<file path="src/rtl/ysyx_040729_mmio_pkg.sv">
// rtl/ysyx_040729_mmio_pkg.sv - shared FSM type, size encodings and width defaults for the MMIO master
package ysyx_040729_mmio_pkg;

  localparam int DEF_DATA_WIDTH = 64;
  localparam int DEF_ADDR_WIDTH = 16;
  localparam int DEF_RD_LATENCY = 1;

  // req_size[1:0] is log2 of the byte count; req_size[SZ_U_BIT] selects zero-extension
  localparam logic [1:0] SZ_B = 2'd0;
  localparam logic [1:0] SZ_H = 2'd1;
  localparam logic [1:0] SZ_W = 2'd2;
  localparam logic [1:0] SZ_D = 2'd3;
  localparam int SZ_U_BIT = 2;

  typedef enum logic [1:0] {
    ST_IDLE,
    ST_ISSUE,
    ST_WAIT,
    ST_RESP
  } state_t;

  function automatic logic [2:0] size_mask(input logic [1:0] sz);
    case (sz)
      SZ_B:    size_mask = 3'b000;
      SZ_H:    size_mask = 3'b001;
      SZ_W:    size_mask = 3'b011;
      default: size_mask = 3'b111;
    endcase
  endfunction

endpackage

</file>
<file path="src/rtl/ysyx_040729_mmio_if.sv">
// rtl/ysyx_040729_mmio_if.sv - CPU request/response and responder bus signals of the MMIO master
interface ysyx_040729_mmio_if import ysyx_040729_mmio_pkg::*; #(
  parameter int DATA_WIDTH = DEF_DATA_WIDTH,
  parameter int ADDR_WIDTH = DEF_ADDR_WIDTH
);

  logic                  req_valid;
  logic                  req_ready;
  logic [ADDR_WIDTH-1:0] req_addr;
  logic [DATA_WIDTH-1:0] req_wdata;
  logic                  req_wen;
  logic [2:0]            req_size;

  logic                  resp_valid;
  logic                  resp_ready;
  logic [DATA_WIDTH-1:0] resp_rdata;
  logic                  resp_err;

  logic                  bus_sel;
  logic                  bus_wen;
  logic [ADDR_WIDTH-1:0] bus_addr;
  logic [DATA_WIDTH-1:0] bus_wdata;
  logic [2:0]            bus_size;
  logic [DATA_WIDTH-1:0] bus_rdata;

  modport master (
    input  req_valid, req_addr, req_wdata, req_wen, req_size,
    output req_ready,
    output resp_valid, resp_rdata, resp_err,
    input  resp_ready,
    output bus_sel, bus_wen, bus_addr, bus_wdata, bus_size,
    input  bus_rdata
  );

  modport slave (
    output req_valid, req_addr, req_wdata, req_wen, req_size,
    input  req_ready,
    input  resp_valid, resp_rdata, resp_err,
    output resp_ready,
    input  bus_sel, bus_wen, bus_addr, bus_wdata, bus_size,
    output bus_rdata
  );

endinterface

</file>
<file path="src/rtl/ysyx_040729_mmio_align_chk.sv">
// rtl/ysyx_040729_mmio_align_chk.sv - combinational natural-alignment test of a request address
module ysyx_040729_mmio_align_chk import ysyx_040729_mmio_pkg::*; (
  input  logic [2:0] addr_lo,
  input  logic [1:0] size,
  output logic       misaligned
);

  assign misaligned = |(addr_lo & size_mask(size));

endmodule

</file>
<file path="src/rtl/ysyx_040729_mmio_master.sv">
// rtl/ysyx_040729_mmio_master.sv - single-outstanding MMIO bus master
// YSYX_040729_MMIO_ALIGN_CHECK_EN: answer misaligned requests with resp_err instead of issuing them
module ysyx_040729_mmio_master import ysyx_040729_mmio_pkg::*; #(
  parameter int DATA_WIDTH = DEF_DATA_WIDTH,
  parameter int ADDR_WIDTH = DEF_ADDR_WIDTH,
  parameter int RD_LATENCY = DEF_RD_LATENCY
) (
  input logic                 clock,
  input logic                 reset,
  ysyx_040729_mmio_if.master  mmio
);

  localparam logic [2:0] LAST_WAIT = 3'(RD_LATENCY - 1);

  state_t                state_q;
  state_t                state_d;
  logic [2:0]            wait_cnt_q;
  logic                  wait_last;
  logic                  req_ready_c;
  logic                  resp_valid_c;
  logic                  bus_sel_c;
  logic                  accept;
  logic                  go_resp_direct;

  logic [ADDR_WIDTH-1:0] addr_q;
  logic [DATA_WIDTH-1:0] wdata_q;
  logic                  wen_q;
  logic [2:0]            size_q;
  logic [DATA_WIDTH-1:0] rdata_q;

  assign wait_last = (wait_cnt_q == LAST_WAIT);
  assign accept    = mmio.req_valid && req_ready_c;

`ifdef YSYX_040729_MMIO_ALIGN_CHECK_EN
  logic misaligned;
  logic err_q;

  ysyx_040729_mmio_align_chk u_align_chk (
    .addr_lo    (mmio.req_addr[2:0]),
    .size       (mmio.req_size[1:0]),
    .misaligned (misaligned)
  );

  assign go_resp_direct = misaligned;

  always_ff @(posedge clock or negedge reset) begin
    if (!reset) begin
      err_q <= 1'b0;
    end else if (accept) begin
      err_q <= misaligned;
    end
  end

  assign mmio.resp_err = err_q;
`else
  assign go_resp_direct = 1'b0;
  assign mmio.resp_err  = 1'b0;
`endif

  always_ff @(posedge clock or negedge reset) begin
    if (!reset) begin
      state_q <= ST_IDLE;
    end else begin
      state_q <= state_d;
    end
  end

  always_comb begin
    state_d      = state_q;
    req_ready_c  = 1'b0;
    resp_valid_c = 1'b0;
    bus_sel_c    = 1'b0;
    unique case (state_q)
      ST_IDLE: begin
        req_ready_c = 1'b1;
        if (mmio.req_valid) begin
          state_d = go_resp_direct ? ST_RESP : ST_ISSUE;
        end
      end
      ST_ISSUE: begin
        bus_sel_c = 1'b1;
        state_d   = wen_q ? ST_RESP : ST_WAIT;
      end
      ST_WAIT: begin
        if (wait_last) begin
          state_d = ST_RESP;
        end
      end
      ST_RESP: begin
        resp_valid_c = 1'b1;
        if (mmio.resp_ready) begin
          state_d = ST_IDLE;
        end
      end
      default: state_d = ST_IDLE;
    endcase
  end

  // Saturates at LAST_WAIT so the 3-bit counter cannot wrap even with RD_LATENCY = 7
  always_ff @(posedge clock or negedge reset) begin
    if (!reset) begin
      wait_cnt_q <= 3'd0;
    end else if (state_q == ST_ISSUE) begin
      wait_cnt_q <= 3'd0;
    end else if (state_q == ST_WAIT && !wait_last) begin
      wait_cnt_q <= wait_cnt_q + 3'd1;
    end
  end

  always_ff @(posedge clock or negedge reset) begin
    if (!reset) begin
      addr_q  <= '0;
      wdata_q <= '0;
      wen_q   <= 1'b0;
      size_q  <= 3'd0;
    end else if (accept) begin
      addr_q  <= mmio.req_addr;
      wdata_q <= mmio.req_wdata;
      wen_q   <= mmio.req_wen;
      size_q  <= mmio.req_size;
    end
  end

  // Cleared on acceptance so writes and error responses return zero data
  always_ff @(posedge clock or negedge reset) begin
    if (!reset) begin
      rdata_q <= '0;
    end else if (accept) begin
      rdata_q <= '0;
    end else if (state_q == ST_WAIT && wait_last) begin
      rdata_q <= mmio.bus_rdata;
    end
  end

  assign mmio.req_ready  = req_ready_c;
  assign mmio.resp_valid = resp_valid_c;
  assign mmio.resp_rdata = rdata_q;
  assign mmio.bus_sel    = bus_sel_c;
  assign mmio.bus_wen    = wen_q;
  assign mmio.bus_addr   = addr_q;
  assign mmio.bus_wdata  = wdata_q;
  assign mmio.bus_size   = size_q;

endmodule
</file>
<file path="src/flat_wrapper.sv">
// flat-port wrapper written by rule: the top's interface ports become plain ports
module ysyx_040729_mmio_master_flat import ysyx_040729_mmio_pkg::*;
#(
  parameter int DATA_WIDTH = DEF_DATA_WIDTH,
  parameter int ADDR_WIDTH = DEF_ADDR_WIDTH,
  parameter int RD_LATENCY = DEF_RD_LATENCY
)
  (clock, reset, mmio_req_valid, mmio_req_addr, mmio_req_wdata, mmio_req_wen, mmio_req_size, mmio_req_ready, mmio_resp_valid, mmio_resp_rdata, mmio_resp_err, mmio_resp_ready, mmio_bus_sel, mmio_bus_wen, mmio_bus_addr, mmio_bus_wdata, mmio_bus_size, mmio_bus_rdata);
  ysyx_040729_mmio_if #(.DATA_WIDTH(DATA_WIDTH), .ADDR_WIDTH(ADDR_WIDTH)) mmio_i ();
  input logic clock;
  input logic reset;
  input wire logic [$bits(mmio_i.req_valid)-1:0] mmio_req_valid;
  input wire logic [$bits(mmio_i.req_addr)-1:0] mmio_req_addr;
  input wire logic [$bits(mmio_i.req_wdata)-1:0] mmio_req_wdata;
  input wire logic [$bits(mmio_i.req_wen)-1:0] mmio_req_wen;
  input wire logic [$bits(mmio_i.req_size)-1:0] mmio_req_size;
  output wire logic [$bits(mmio_i.req_ready)-1:0] mmio_req_ready;
  output wire logic [$bits(mmio_i.resp_valid)-1:0] mmio_resp_valid;
  output wire logic [$bits(mmio_i.resp_rdata)-1:0] mmio_resp_rdata;
  output wire logic [$bits(mmio_i.resp_err)-1:0] mmio_resp_err;
  input wire logic [$bits(mmio_i.resp_ready)-1:0] mmio_resp_ready;
  output wire logic [$bits(mmio_i.bus_sel)-1:0] mmio_bus_sel;
  output wire logic [$bits(mmio_i.bus_wen)-1:0] mmio_bus_wen;
  output wire logic [$bits(mmio_i.bus_addr)-1:0] mmio_bus_addr;
  output wire logic [$bits(mmio_i.bus_wdata)-1:0] mmio_bus_wdata;
  output wire logic [$bits(mmio_i.bus_size)-1:0] mmio_bus_size;
  input wire logic [$bits(mmio_i.bus_rdata)-1:0] mmio_bus_rdata;
  assign mmio_i.req_valid = mmio_req_valid;
  assign mmio_i.req_addr = mmio_req_addr;
  assign mmio_i.req_wdata = mmio_req_wdata;
  assign mmio_i.req_wen = mmio_req_wen;
  assign mmio_i.req_size = mmio_req_size;
  assign mmio_req_ready = mmio_i.req_ready;
  assign mmio_resp_valid = mmio_i.resp_valid;
  assign mmio_resp_rdata = mmio_i.resp_rdata;
  assign mmio_resp_err = mmio_i.resp_err;
  assign mmio_i.resp_ready = mmio_resp_ready;
  assign mmio_bus_sel = mmio_i.bus_sel;
  assign mmio_bus_wen = mmio_i.bus_wen;
  assign mmio_bus_addr = mmio_i.bus_addr;
  assign mmio_bus_wdata = mmio_i.bus_wdata;
  assign mmio_bus_size = mmio_i.bus_size;
  assign mmio_i.bus_rdata = mmio_bus_rdata;
  ysyx_040729_mmio_master #(.DATA_WIDTH(DATA_WIDTH), .ADDR_WIDTH(ADDR_WIDTH), .RD_LATENCY(RD_LATENCY)) u_core (.clock(clock), .reset(reset), .mmio(mmio_i));
endmodule
</file>
<file path="config.mk">
export PLATFORM = sky130hd
export DESIGN_NAME = ysyx_040729_mmio_master_flat
export DESIGN_NICKNAME = d
export VERILOG_FILES = /design/src/rtl/ysyx_040729_mmio_pkg.sv /design/src/rtl/ysyx_040729_mmio_if.sv /design/src/rtl/ysyx_040729_mmio_align_chk.sv /design/src/rtl/ysyx_040729_mmio_master.sv /design/src/flat_wrapper.sv
export SDC_FILE = /design/constraint.sdc
export NUM_CORES = 1
export LEC_CHECK = 0
export CAP_MARGIN = 25
export CORE_ASPECT_RATIO = 0.75
export CORE_MARGIN = 8
export CORE_UTILIZATION = 38
export DETAILED_ROUTE_END_ITERATION = 10
export PLACE_DENSITY = 0.86
export SLEW_MARGIN = 20
export SYNTH_ARGS = -nofsm -noshare
export SYNTH_HDL_FRONTEND = slang
export SYNTH_SLANG_ARGS = --single-unit
</file>
<file path="constraint.sdc">
create_clock -name clock -period 3.5 [get_ports clock]
set_input_delay 0.7 -clock clock [delete_from_list [all_inputs] [get_ports clock]]
set_output_delay 0.7 -clock clock [all_outputs]
set_load 0.03 [all_outputs]
</file>
; ---- Yosys cells after proc, flatten, opt, wreduce, memory -nomap -nowiden
; Cells that the tools add are included.
[totals]
register_bits = 153
elab_cells = 35
[op_classes]
n_eq_ne = 6
n_reduce_logical = 9
add_sub_neg = 1
mux = 12
[ops]
columns = op, count
row1 = $mux 64, 2
row2 = $pmux 2 s4, 1
row3 = $mux 2, 3
row4 = $mux 3, 2
row5 = $eq 2x2->1 const B, 2
row6 = $mux 1, 4
row7 = $ne 2x2->1 const B, 2
row8 = $reduce_bool 2->1, 2
row9 = $add 3x1->3 const B, 1
row10 = $logic_and 1x1->1, 3
row11 = $logic_not 3->1, 1
row12 = $reduce_and 3->1, 1
row13 = $eq 2x1->1 const B, 1
row14 = $logic_not 2->1, 1
row15 = $ne 2x1->1 const B, 1
row16 = $logic_not 1->1, 1

; ---- Depth between registers and ports, before layout
[logic_depth]
word_depth = 5
depth_mapped = 7
depth_no_buf = 5

; ---- Least setup slack after synthesis
; OpenSTA, ideal clock, no wires.
[synth_path]
path_type = register to register
startpoint = register u_core.state_q[0]
endpoint = register u_core.rdata_q[0], in the netlist u_core.mmio.resp_rdata[0]
arrival_time_ps = 1702
setup_time_ps = 121
setup_slack_ps = 1677
stages_incl_launch_ff = 8
synth_period_minus_slack_ps = 1823
cell_sequence = dfrtp_1 -> inv_1 -> ha_1 -> nand2_1 -> a21boi_1 -> buf_4 -> buf_6 -> a22o_1
[synth_between]
elab_chain_cells = 4
[synth_lines]
columns = element, line
row1 = start: declaration, ysyx_040729_mmio_master.sv:15  ; state_t state_q;
row2 = start signal: assignment, ysyx_040729_mmio_master.sv:64  ; state_q <= state_d;
row3 = $logic_not 2->1 (*), ysyx_040729_mmio_master.sv:73  ; unique case (state_q)
row4 = $mux 1 (*), ysyx_040729_mmio_master.sv:73
row5 = net mmio_req_ready, flat_wrapper.sv:17  ; output wire logic [$bits(mmio_i.req_ready)-1:0] mmio_req_ready;
row6 = $logic_and 1x1->1 (*), ysyx_040729_mmio_master.sv:32  ; assign accept = mmio.req_valid && req_ready_c;
row7 = $mux 64 / $reduce_bool 2->1 (equally long branches), n/a
row8 = end signal: assignment, ysyx_040729_mmio_master.sv:131  ; rdata_q <= mmio.bus_rdata;
row9 = end: declaration, ysyx_040729_mmio_master.sv:29  ; logic [DATA_WIDTH-1:0] rdata_q;
; Mark *: on every way through the listed nets, which the timed path passes. The rest lies on a longest branch.
; A chain may end at the register's enable or synchronous reset.

; ---- Final worst setup path
[layout_path]
startpoint = register u_core.state_q[0]
endpoint = output mmio_req_ready
[layout_between]
elab_chain_cells = 2
[layout_lines]
columns = element, line
row1 = $logic_not 2->1, ysyx_040729_mmio_master.sv:73
row2 = $mux 1, ysyx_040729_mmio_master.sv:73
row3 = end: declaration, flat_wrapper.sv:17
; Every way passes these cells.

==> impl_metrics.ini <==
[run_status]
outcome = completed

[grt]
grt_use_total_pct = 17.9
grt_first_pass_wirelength_um = 26700
antenna_found_initial = 0
grt_max_degree = 82
overflow = 0
grt_pass1_vias = 4783

[setup_path]
cpPeakStageDelay_ns = 0.74
cpLargestDelayFamily = buffers and inverters
worst_setup_path_start_kind = flop
worstPathCellList = inv_1 > ha_1 > clkdlybuf4s50_1
endpoint_kind = primary output
slowest_stage = clkdlybuf4s50_1
critPathBufInv = 2
critPathMaxFanout = 5
required_ns = 2.80
cp.arrival_ns = 2.02
critical_path_class = reg2out

[cells_and_area]
nFillCells = 1101
fin_nets = 822
synthToLayoutAreaGrowth_pct = 64.7
final_area_um2 = 9560
stdcell_count = 882
diodes = 0
drive_gt1_share_pct = 18.8

[yosys]
synth_area_per_cell_um2 = 16.1
yosysSeqAreaShare_pct = 66.0
synth_common_cells = dfrtp_1 (153), mux2_2 (84), a22o_1 (64)
synth_warnings = 0
synth_cell_types = 26
synthTopCellsByArea = dfrtp_1 (66%), mux2_2 (16%), a22o_1 (9.7%)
syn_area_um2 = 5800
synth-seq-cells = 153
synth.most_common_cell = dfrtp_1
ys.flop_type = dfrtp_1
synth_edf_count = 0
synth_area_leader_cell = dfrtp_1
syn_inst = 361
yosysTopAreaCellShare_pct = 66.0
synthArstFlopShare_pct = 100
syn_nets = 519

[detailed_routing]
drc = 0
finalWirelength_um = 17600
antenna_left = 0
wl_per_cell_um = 20.0
via_per_inst = 4.80
first_pass_iters = 4
drt_iter0_drc = 176
dr_total_vias = 4234

[place]
place_hpwl_um = 13300
dp_slack_ns = 1.06
place_inst = 850
dpl_cell_area_um2 = 8960
gp_congestion = 0.805
portBuffers = 302

[cts]
htreeDepth = 4
cts_hold_buf = 0
root_buffer = clkbuf_16
insertion_delay_ns = 0.41
cts_buffers = 17
path_clk_slew_ns = 0.06
postCtsSetupRepairBufs = 0
postCtsResizedCells = 0
cts.sinks = 153
cts_tree = done
clk_path_buf_depth = 2

[timing]
fmax_ghz = 0.367
drv_slew = 0
relSlewSlack_pct = 51.0
tns_ns = 0
clock_skew_ns = 0.00925
hold_violations = 0
worst_pin_slew_ns = 0.735
rsz0062_at_grt = false
fin_crit_ns = 2.72
setup_viol = 0
layout_setup_ws_ns = 0.778
final.period_utilization_pct = 77.8

[min_path]
hold_class = in2async

[floorplanning]
dieHeight_um = 123
die_width_um = 159
die-area_um2 = 19500
core_area_um2 = 15100
rows = 39
io_pins = 304
start_util_pct = 38.5

[flow_run]
drv_cap = 0

[power_and_ir_drop]
ir_drop_v = 0.000612
powerDensity_nw_per_um2 = 1060
p_leak_nw = 4.12
[metrics by stage]
step	util [%]	hold WS (ns)	power (mW)
after floorplan	-	0.404	6.15
after global placement	59.3	0.486	8.14
after CTS	63.4	0.344	10.3
after detailed placement	59.4	0.490	8.36
final	63.4	0.320	10.1
after global routing	63.4	0.360	10.6
[sequential cells by signal (all words and copies together) (netlist names)]
register,count
u_core.state_q,2
u_core.mmio.bus_wen,1
u_core.mmio.resp_rdata,64
u_core.mmio.bus_size,3
u_core.wait_cnt_q,3
u_core.mmio.bus_addr,16
u_core.mmio.bus_wdata,64
[logic make-up (layout without fill, tap and decap cells)]
family / after synthesis / in the layout / synth area share, %
muxes: 86 / 86 / 16.7
AOI/OAI and AO/OA: 72 / 72 / 10.6
and+or+nand+nor: 13 / 13 / 1.21
other: 1 / 1 / 0.0646
buffers and inverters: 30 / 346 / 4.14
adders and majority gates: 6 / 6 / 1.29
DFF: 153 / 153 / 66.0
[report_power, final]
group          leakage [nW]  switching (mW)  total, mW  internal (mW)
registers              1.88           0.460       3.05           2.59
logic                  1.95            2.85       5.23           2.38
clock network         0.291           0.725       1.85           1.13
total                  4.12            4.03       10.1           6.10
[cell type report]
type / count / area [um2] / share of cell area, %
clock buffer: 18 / 429 / 4.49
clock inverter: 14 / 173 / 1.81
inverter: 6 / 22.5 / 0.236
multi-input combinational: 178 / 1750 / 18.4
sequential: 153 / 3830 / 40.1
tap: 205 / 256 / 2.68
timing repair buffer: 308 / 3090 / 32.4
[worst paths after layout]
path,end,from,slack [ns],cells past startpoint
min in group clock,u_core.mmio.bus_wdata[36],u_core.mmio.bus_wdata[36],0.50,1
hold / removal,u_core.mmio.bus_wdata[14],reset,0.32,1
hold reg to reg,u_core.mmio.bus_wdata[36],u_core.mmio.bus_wdata[36],0.50,1
setup reg to reg,u_core.mmio.bus_wdata[51],u_core.state_q[0],1.41,5
max in group asynchronous,u_core.mmio.resp_rdata[9],reset,2.39,2
setup / recovery,mmio_req_ready,u_core.state_q[0],0.78,3
[layer usage]
metal | wire length [um] | track usage (%) | part of all wire (%) | vias up
li1 | - | - | - | 1921
met1 | 6330 | 19.1 | 36 | 2114
met2 | 9100 | 31.6 | 52 | 184
met3 | 1970 | 8.31 | 11 | 15
met4 | 211 | 5.29 | 1.2 | 0
met5 | 0 | 0 | 0 | -
[cells in the final DEF (no fill, tap or decap)]
| cell | instances |
|---|---|
| nand3_1 | 2 |
| clkinv_2 | 3 |
| and2_1 | 1 |
| a211oi_1 | 1 |
| clkbuf_1 | 1 |
| dfrtp_1 | 153 |
| o21ai_0 | 2 |
| inv_6 | 2 |
| clkinvlp_4 | 2 |
| clkinv_4 | 4 |
| bufinv_16 | 3 |
| nor2_1 | 2 |
| mux2i_1 | 1 |
| mux2_2 | 84 |
| nor2b_1 | 1 |
| ha_1 | 6 |
| a22o_1 | 64 |
| nor2b_2 | 1 |
| and3_2 | 1 |
| mux2_4 | 1 |
| clkbuf_16 | 17 |
| nand2_1 | 1 |
| nor3_1 | 1 |
| nand2b_1 | 2 |
| a21oi_1 | 2 |
| a21boi_4 | 1 |
| nand2_4 | 1 |
| clkdlybuf4s50_1 | 301 |
| buf_12 | 2 |
| a2111oi_0 | 1 |
| buf_6 | 1 |
| inv_1 | 6 |
| conb_1 | 1 |
| buf_4 | 4 |
| a221o_1 | 1 |
Power figures use the tool's default switching activity.
